**src/rtl/calc_pkg.sv**
```systemverilog
// Shared calculator definitions: digit width, operator key codes, 7-segment patterns
// and the entry-mode state used by the display buffer.
package calc_pkg;

    localparam int unsigned DIGIT_W = 4;
    localparam int unsigned SEG_W   = 7;

    typedef enum logic [3:0] {
        KEY_ADD = 4'd10,
        KEY_SUB = 4'd11,
        KEY_MUL = 4'd12,
        KEY_DIV = 4'd13,
        KEY_EQ  = 4'd14,
        KEY_CLR = 4'd15
    } op_key_t;

    // Segment patterns ordered {g,f,e,d,c,b,a}, lit = 1
    localparam logic [SEG_W-1:0] SEG_0     = 7'h3F;
    localparam logic [SEG_W-1:0] SEG_1     = 7'h06;
    localparam logic [SEG_W-1:0] SEG_2     = 7'h5B;
    localparam logic [SEG_W-1:0] SEG_3     = 7'h4F;
    localparam logic [SEG_W-1:0] SEG_4     = 7'h66;
    localparam logic [SEG_W-1:0] SEG_5     = 7'h6D;
    localparam logic [SEG_W-1:0] SEG_6     = 7'h7D;
    localparam logic [SEG_W-1:0] SEG_7     = 7'h07;
    localparam logic [SEG_W-1:0] SEG_8     = 7'h7F;
    localparam logic [SEG_W-1:0] SEG_9     = 7'h6F;
    localparam logic [SEG_W-1:0] SEG_MINUS = 7'h40;

    // ST_RESULT: buffer holds a loaded result; the next digit starts a new number
    typedef enum logic {
        ST_TYPING = 1'b0,
        ST_RESULT = 1'b1
    } entry_state_t;

    function automatic logic is_digit_key(input logic [DIGIT_W-1:0] code);
        return code < DIGIT_W'(KEY_ADD);
    endfunction

endpackage

```
**src/rtl/seg7_decode.sv**
```systemverilog
// BCD to 7-segment decoder, active-high; codes above 9 show a minus sign.
module seg7_decode
    import calc_pkg::*;
(
    input  logic [DIGIT_W-1:0] bcd,
    output logic [SEG_W-1:0]   seg_c
);

    always_comb begin
        seg_c = SEG_MINUS;
        case (bcd)
            4'd0:    seg_c = SEG_0;
            4'd1:    seg_c = SEG_1;
            4'd2:    seg_c = SEG_2;
            4'd3:    seg_c = SEG_3;
            4'd4:    seg_c = SEG_4;
            4'd5:    seg_c = SEG_5;
            4'd6:    seg_c = SEG_6;
            4'd7:    seg_c = SEG_7;
            4'd8:    seg_c = SEG_8;
            4'd9:    seg_c = SEG_9;
            default: seg_c = SEG_MINUS;
        endcase
    end

endmodule

```
**src/rtl/display_scan_ctrl.sv**
```systemverilog
// Calculator display buffer with keypad digit entry, result loads and a
// multiplexed 7-segment scan with leading-zero blanking.
module display_scan_ctrl
    import calc_pkg::*;
#(
    parameter int unsigned NUM_DIGITS      = 4,
    parameter int unsigned SCAN_DIV        = 1024,
    parameter int unsigned BLANK_CYC       = 2,
    parameter bit          SEG_ACT_HIGH    = 1'b1,
    parameter bit          DIGSEL_ACT_HIGH = 1'b1
) (
    input  logic                          CLK,
    input  logic                          RESET,
    input  logic [DIGIT_W-1:0]            BCDKey,
    input  logic                          KeyRead,
    input  logic                          clear,
    input  logic                          load,
    input  logic [DIGIT_W*NUM_DIGITS-1:0] value_in,
    output logic [SEG_W-1:0]              seg,
    output logic [NUM_DIGITS-1:0]         digit_sel,
    output logic                          full
);

    localparam int unsigned BUF_W = DIGIT_W * NUM_DIGITS;
    localparam int unsigned CNT_W = $clog2(NUM_DIGITS + 1);
    localparam int unsigned IDX_W = $clog2(NUM_DIGITS);
    localparam int unsigned PRE_W = $clog2(SCAN_DIV);

    // XOR masks that also serve as the "all inactive" output values
    localparam logic [SEG_W-1:0]      SEG_OFF = SEG_ACT_HIGH ? '0 : '1;
    localparam logic [NUM_DIGITS-1:0] SEL_OFF = DIGSEL_ACT_HIGH ? '0 : '1;

    entry_state_t          state, state_next;
    logic [BUF_W-1:0]      digits, digits_next;
    logic [CNT_W-1:0]      cnt, cnt_next;
    logic                  key_q, key_edge_c;
    logic [IDX_W-1:0]      idx, idx_next;
    logic [PRE_W-1:0]      presc, presc_next;
    logic [DIGIT_W-1:0]    dig_arr [NUM_DIGITS];
    logic [NUM_DIGITS-1:0] nz_above;
    logic [DIGIT_W-1:0]    cur_digit;
    logic [SEG_W-1:0]      dec_seg_c, seg_next;
    logic [NUM_DIGITS-1:0] sel_next;
    logic                  slot_active, digit_blank;

    assign key_edge_c = KeyRead & ~key_q;

    // Buffer/count next state: clear beats load beats a key edge
    always_comb begin
        state_next  = state;
        digits_next = digits;
        cnt_next    = cnt;
        if (clear) begin
            state_next  = ST_TYPING;
            digits_next = '0;
            cnt_next    = '0;
        end else if (load) begin
            state_next  = ST_RESULT;
            digits_next = value_in;
            cnt_next    = '0;
        end else if (key_edge_c && is_digit_key(BCDKey)) begin
            if (state == ST_RESULT) begin
                state_next  = ST_TYPING;
                digits_next = BUF_W'(BCDKey);
                cnt_next    = CNT_W'(1);
            end else if (cnt != CNT_W'(NUM_DIGITS)) begin
                digits_next = {digits[BUF_W-DIGIT_W-1:0], BCDKey};
                cnt_next    = cnt + CNT_W'(1);
            end
        end
    end

    // Prescaler and digit index
    always_comb begin
        presc_next = presc + PRE_W'(1);
        idx_next   = idx;
        if (presc == PRE_W'(SCAN_DIV - 1)) begin
            presc_next = '0;
            idx_next   = (idx == IDX_W'(NUM_DIGITS - 1)) ? '0 : idx + IDX_W'(1);
        end
    end

    // nz_above[i]: some digit at position i or higher is non-zero
    always_comb begin
        for (int i = 0; i < int'(NUM_DIGITS); i++) begin
            dig_arr[i] = digits[i*DIGIT_W +: DIGIT_W];
        end
        nz_above = '0;
        nz_above[NUM_DIGITS-1] = |dig_arr[NUM_DIGITS-1];
        for (int i = int'(NUM_DIGITS) - 2; i >= 0; i--) begin
            nz_above[i] = nz_above[i+1] | (|dig_arr[i]);
        end
    end

    assign cur_digit = dig_arr[idx];

    seg7_decode u_decode (
        .bcd   (cur_digit),
        .seg_c (dec_seg_c)
    );

    always_comb begin
        slot_active = (presc >= PRE_W'(BLANK_CYC));
        digit_blank = (idx != '0) && !nz_above[idx];
        seg_next    = (slot_active && !digit_blank) ? dec_seg_c : '0;
        sel_next    = slot_active ? (NUM_DIGITS'(1) << idx) : '0;
    end

    always_ff @(posedge CLK or posedge RESET) begin
        if (RESET) begin
            state     <= ST_TYPING;
            digits    <= '0;
            cnt       <= '0;
            key_q     <= 1'b0;
            idx       <= '0;
            presc     <= '0;
            full      <= 1'b0;
            seg       <= SEG_OFF;
            digit_sel <= SEL_OFF;
        end else begin
            state     <= state_next;
            digits    <= digits_next;
            cnt       <= cnt_next;
            key_q     <= KeyRead;
            idx       <= idx_next;
            presc     <= presc_next;
            full      <= (cnt_next == CNT_W'(NUM_DIGITS));
            seg       <= seg_next ^ SEG_OFF;
            digit_sel <= sel_next ^ SEL_OFF;
        end
    end

endmodule

```
**config.mk**
```make
export PLATFORM = sky130hd
export DESIGN_NAME = display_scan_ctrl
export DESIGN_NICKNAME = d
export VERILOG_FILES = /design/src/rtl/calc_pkg.sv /design/src/rtl/seg7_decode.sv /design/src/rtl/display_scan_ctrl.sv
export SDC_FILE = /design/constraint.sdc
export NUM_CORES = 1
export LEC_CHECK = 0
export CORE_UTILIZATION = 45
export DETAILED_ROUTE_END_ITERATION = 8
export GPL_ROUTABILITY_DRIVEN = 0
export PLACE_DENSITY = 0.73
export SETUP_SLACK_MARGIN = 0.3
export SYNTH_ARGS = -nofsm -noshare
export SYNTH_HDL_FRONTEND = slang
export SYNTH_SLANG_ARGS = --single-unit
```
**constraint.sdc**
```tcl
create_clock -name CLK -period 2.39 [get_ports CLK]
set_clock_uncertainty 0.15 [all_clocks]
set_input_delay 0.3585 -clock CLK [delete_from_list [all_inputs] [get_ports CLK]]
set_output_delay 0.3585 -clock CLK [all_outputs]
set_load 0.05 [all_outputs]
```
==> impl_metrics.json <==
{
  "result_of_the_run": "completed",
  "drc_viols": 0,
  "startpoint_type": "register",
  "powerDensity_mw_per_mm2": 601,
  "yosys.cell_types.count": 42,
  "power_leakage_nw": 1.21,
  "wire_length_of_the_first_global_routing_pass_mm": 7.33,
  "dp_worst_setup_slack_ns": 0.239,
  "worst-setup-path-type": "register to register",
  "fin_cells": 326,
  "post_synth_instance_area_mm2": 0.00228,
  "rows": 25,
  "synth-edff-count": 0,
  "most_common_library_cell_in_the_layout_ignoring_fill_and_taps": "sky130_fd_sc_hd__dfrtp_1",
  "synth_top_area_cell": "sky130_fd_sc_hd__dfrtp_1",
  "syn_area_per_cell_um2": 10.5,
  "vias_per_inst": 5.21,
  "r2r-start": "presc[1]",
  "standard_cell_core_area_mm2": 0.00479,
  "dieArea_mm2": 0.00536,
  "achievable-frequency_ghz": 0.509,
  "area.growth.synth_to_final_pct": 25.5,
  "initial_core_util_pct": 47.7,
  "hold_path_class": "input port to asynchronous set/reset pin",
  "clock_sink_count": 45,
  "min_period_ns": 1.96,
  "setup_total_negative_slack_ns": 0,
  "final_cell_mix": "sky130_fd_sc_hd__dfrtp_1, sky130_fd_sc_hd__clkdlybuf4s50_1, sky130_fd_sc_hd__nand2_1",
  "diodes": 0,
  "grt_pass1_vias": 1585,
  "report.final.setup_viol": 0,
  "reg2reg_setup_slack_ns": 0.43,
  "globalRouteTotalUtil_pct": 18.2,
  "clk_pin_slew_worst_paths_ns": 0.08,
  "ys_ff_latch": 45,
  "tritoncts.num_buffers": 5,
  "cts_setup_buffers": 0,
  "synth_top_flop_cell": "sky130_fd_sc_hd__dfrtp_1",
  "cts_tree": "built",
  "fraction_of_final_layout_cells_with_drive_strength_greater_than_1_pct": 12.0,
  "htree_num_levels": 2,
  "detail-route-antenna-nets": 0,
  "cp.required_ns": 2.42,
  "yosysSeqAreaShare_pct": 49.3,
  "timing.final.ws_setup_ns": 0.425,
  "worst_setup_path_end_kind": "register",
  "reg2regPathDepth": 5,
  "maxCapViolCount": 0,
  "die_height_um": 73.2,
  "asyncSetResetFlopFracSynth_pct": 100,
  "report.final.hold_viol_count": 0,
  "num_vias": 1697,
  "cp_data_arrival_time_ns": 1.99,
  "number_of_synthesis_warnings": 0,
  "timing.rr.end": "idx[0]",
  "fin_nets": 295,
  "worst_skew_pair.late_latency_ns": 0.29,
  "cts_hold_buf": 0,
  "synth.top_cells.by_area": "sky130_fd_sc_hd__dfrtp_1, sky130_fd_sc_hd__ha_1, sky130_fd_sc_hd__a22oi_1",
  "timing.max_slew.rel_slack_pct": 62.5,
  "detail_routed_net_length_per_standard_cell_um": 12.7,
  "worst-path-max-fanout": 7,
  "netlist_instances": 217,
  "dr.pass1.iters": 4,
  "maxSlewViolCount": 0,
  "root_buffer": "sky130_fd_sc_hd__clkbuf_8",
  "tightest_slew_ns": 0.562,
  "grt_max_degree": 46,
  "top_level_ports": 37,
  "grt_overflow": 0,
  "setup_repair_after_global_routing_missed_its_margin": "false",
  "place_inst": 318,
  "initialDrtViolationCount": 80,
  "clockBufferDepth": 2,
  "buffer_ports.inserted": 36,
  "dp.final_hpwl_mm": 3.02,
  "die_w_um": 73.2,
  "antenna_found_initial": 0,
  "fin_crit_sh_pct": 82.2,
  "synth.net_count": 254,
  "finalWirelength_mm": 4.16,
  "synth_top_area_share_pct": 49.3,
  "ir_worst_vdd_v": 0.000339
}
==> per-layer routing <==
layer	up-vias	GRT usage (%)	routed length (um)
met5	-	0	0
met4	0	5.88	54
met3	4	5.66	197
met2	41	28.5	1950
met1	802	24.1	1960
li1	850	-	-
==> state kept, by name, summed over array words and instances, names as in the netlist <==
name / count
key_q: 1
full: 1
cnt: 3
digit_sel: 4
presc: 10
seg: 7
digits: 16
idx: 2
state: 1
==> layout make-up <==
| cell class | instances | area (um2) |
|---|---|---|
| clock inverter | 1 | 30.0 |
| tap | 67 | 83.8 |
| inverter | 12 | 45.0 |
| timing repair buffer | 43 | 425 |
| clock buffer | 7 | 86.3 |
| multi-input combinational | 151 | 1070 |
| fill | 429 | 1920 |
| sequential | 45 | 1130 |
==> where the power goes <==
| part | leakage (nW) | internal (mW) | total [mW] | switching, mW |
|---|---|---|---|---|
| clock network | 0.0585 | 0.341 | 0.585 | 0.244 |
| registers | 0.571 | 0.803 | 0.833 | 0.0302 |
| logic | 0.577 | 0.129 | 0.304 | 0.175 |
==> metrics by stage <==
step                      hold slack, ns  area, um2  power (mW)  util (%)
after CTS                          0.369       2860        1.74      59.8
after floorplan                    0.240       2280        1.03         -
after global placement             0.348       2740        1.15      57.3
final                              0.338       2860        1.72      59.8
after global routing               0.376       2860        1.80      59.8
after detailed placement           0.356       2740        1.15      57.3
==> worst max-delay path by stage <==
stage	slack, ns	to	from
final	0.43	idx[0]	presc[1]
after global routing	0.34	seg[3]	idx[0]
after global placement	0.36	full	BCDKey[2]
after CTS	0.34	seg[3]	idx[0]
after detailed placement	0.24	full	BCDKey[1]
after floorplan	0.32	seg[0]	idx[0]
==> worst max-delay path, cell delays in order, from the launching register on <==
cell and delay [ns]:
sky130_fd_sc_hd__dfrtp_1 0.43, sky130_fd_sc_hd__ha_1 0.23, sky130_fd_sc_hd__nand3_1 0.13, sky130_fd_sc_hd__nor2_1 0.20
sky130_fd_sc_hd__and4_2 0.35, sky130_fd_sc_hd__mux2_2 0.36
==> cell families after synthesis <==
kind of cell | share of synthesized area (%)
compound gates | 17.3
xor+xnor | 2.69
fa+ha+maj | 6.58
buf+inv | 4.33
flops | 49.3
mux | 4.93
simple gates | 14.8
==> Yosys cell counts, types with 2 or more instances <==
cell	number
sky130_fd_sc_hd__buf_6	2
sky130_fd_sc_hd__nand3_1	6
sky130_fd_sc_hd__and2_1	4
sky130_fd_sc_hd__o21ai_1	2
sky130_fd_sc_hd__dfrtp_1	45
sky130_fd_sc_hd__o21ai_0	15
sky130_fd_sc_hd__mux2_2	2
sky130_fd_sc_hd__nor2_1	14
sky130_fd_sc_hd__o21ai_2	2
sky130_fd_sc_hd__ha_1	12
sky130_fd_sc_hd__a22oi_1	16
sky130_fd_sc_hd__mux4_2	4
sky130_fd_sc_hd__a21oi_1	8
sky130_fd_sc_hd__a31oi_1	2
sky130_fd_sc_hd__nand2_1	24
sky130_fd_sc_hd__inv_1	12
sky130_fd_sc_hd__buf_2	3
sky130_fd_sc_hd__clkbuf_1	3
sky130_fd_sc_hd__nor3_1	6
sky130_fd_sc_hd__nor2b_1	3
sky130_fd_sc_hd__xor2_1	3
sky130_fd_sc_hd__o21bai_1	3
sky130_fd_sc_hd__nor4_1	4
sky130_fd_sc_hd__xnor2_1	4
==> repair_timing <==
item                                   in CTS  in global routing
endpoints found under the hold margin       0                  0
gates resized for setup                     0                  2
setup endpoints to repair                   0                  8
(Power assumes the default switching activity.)
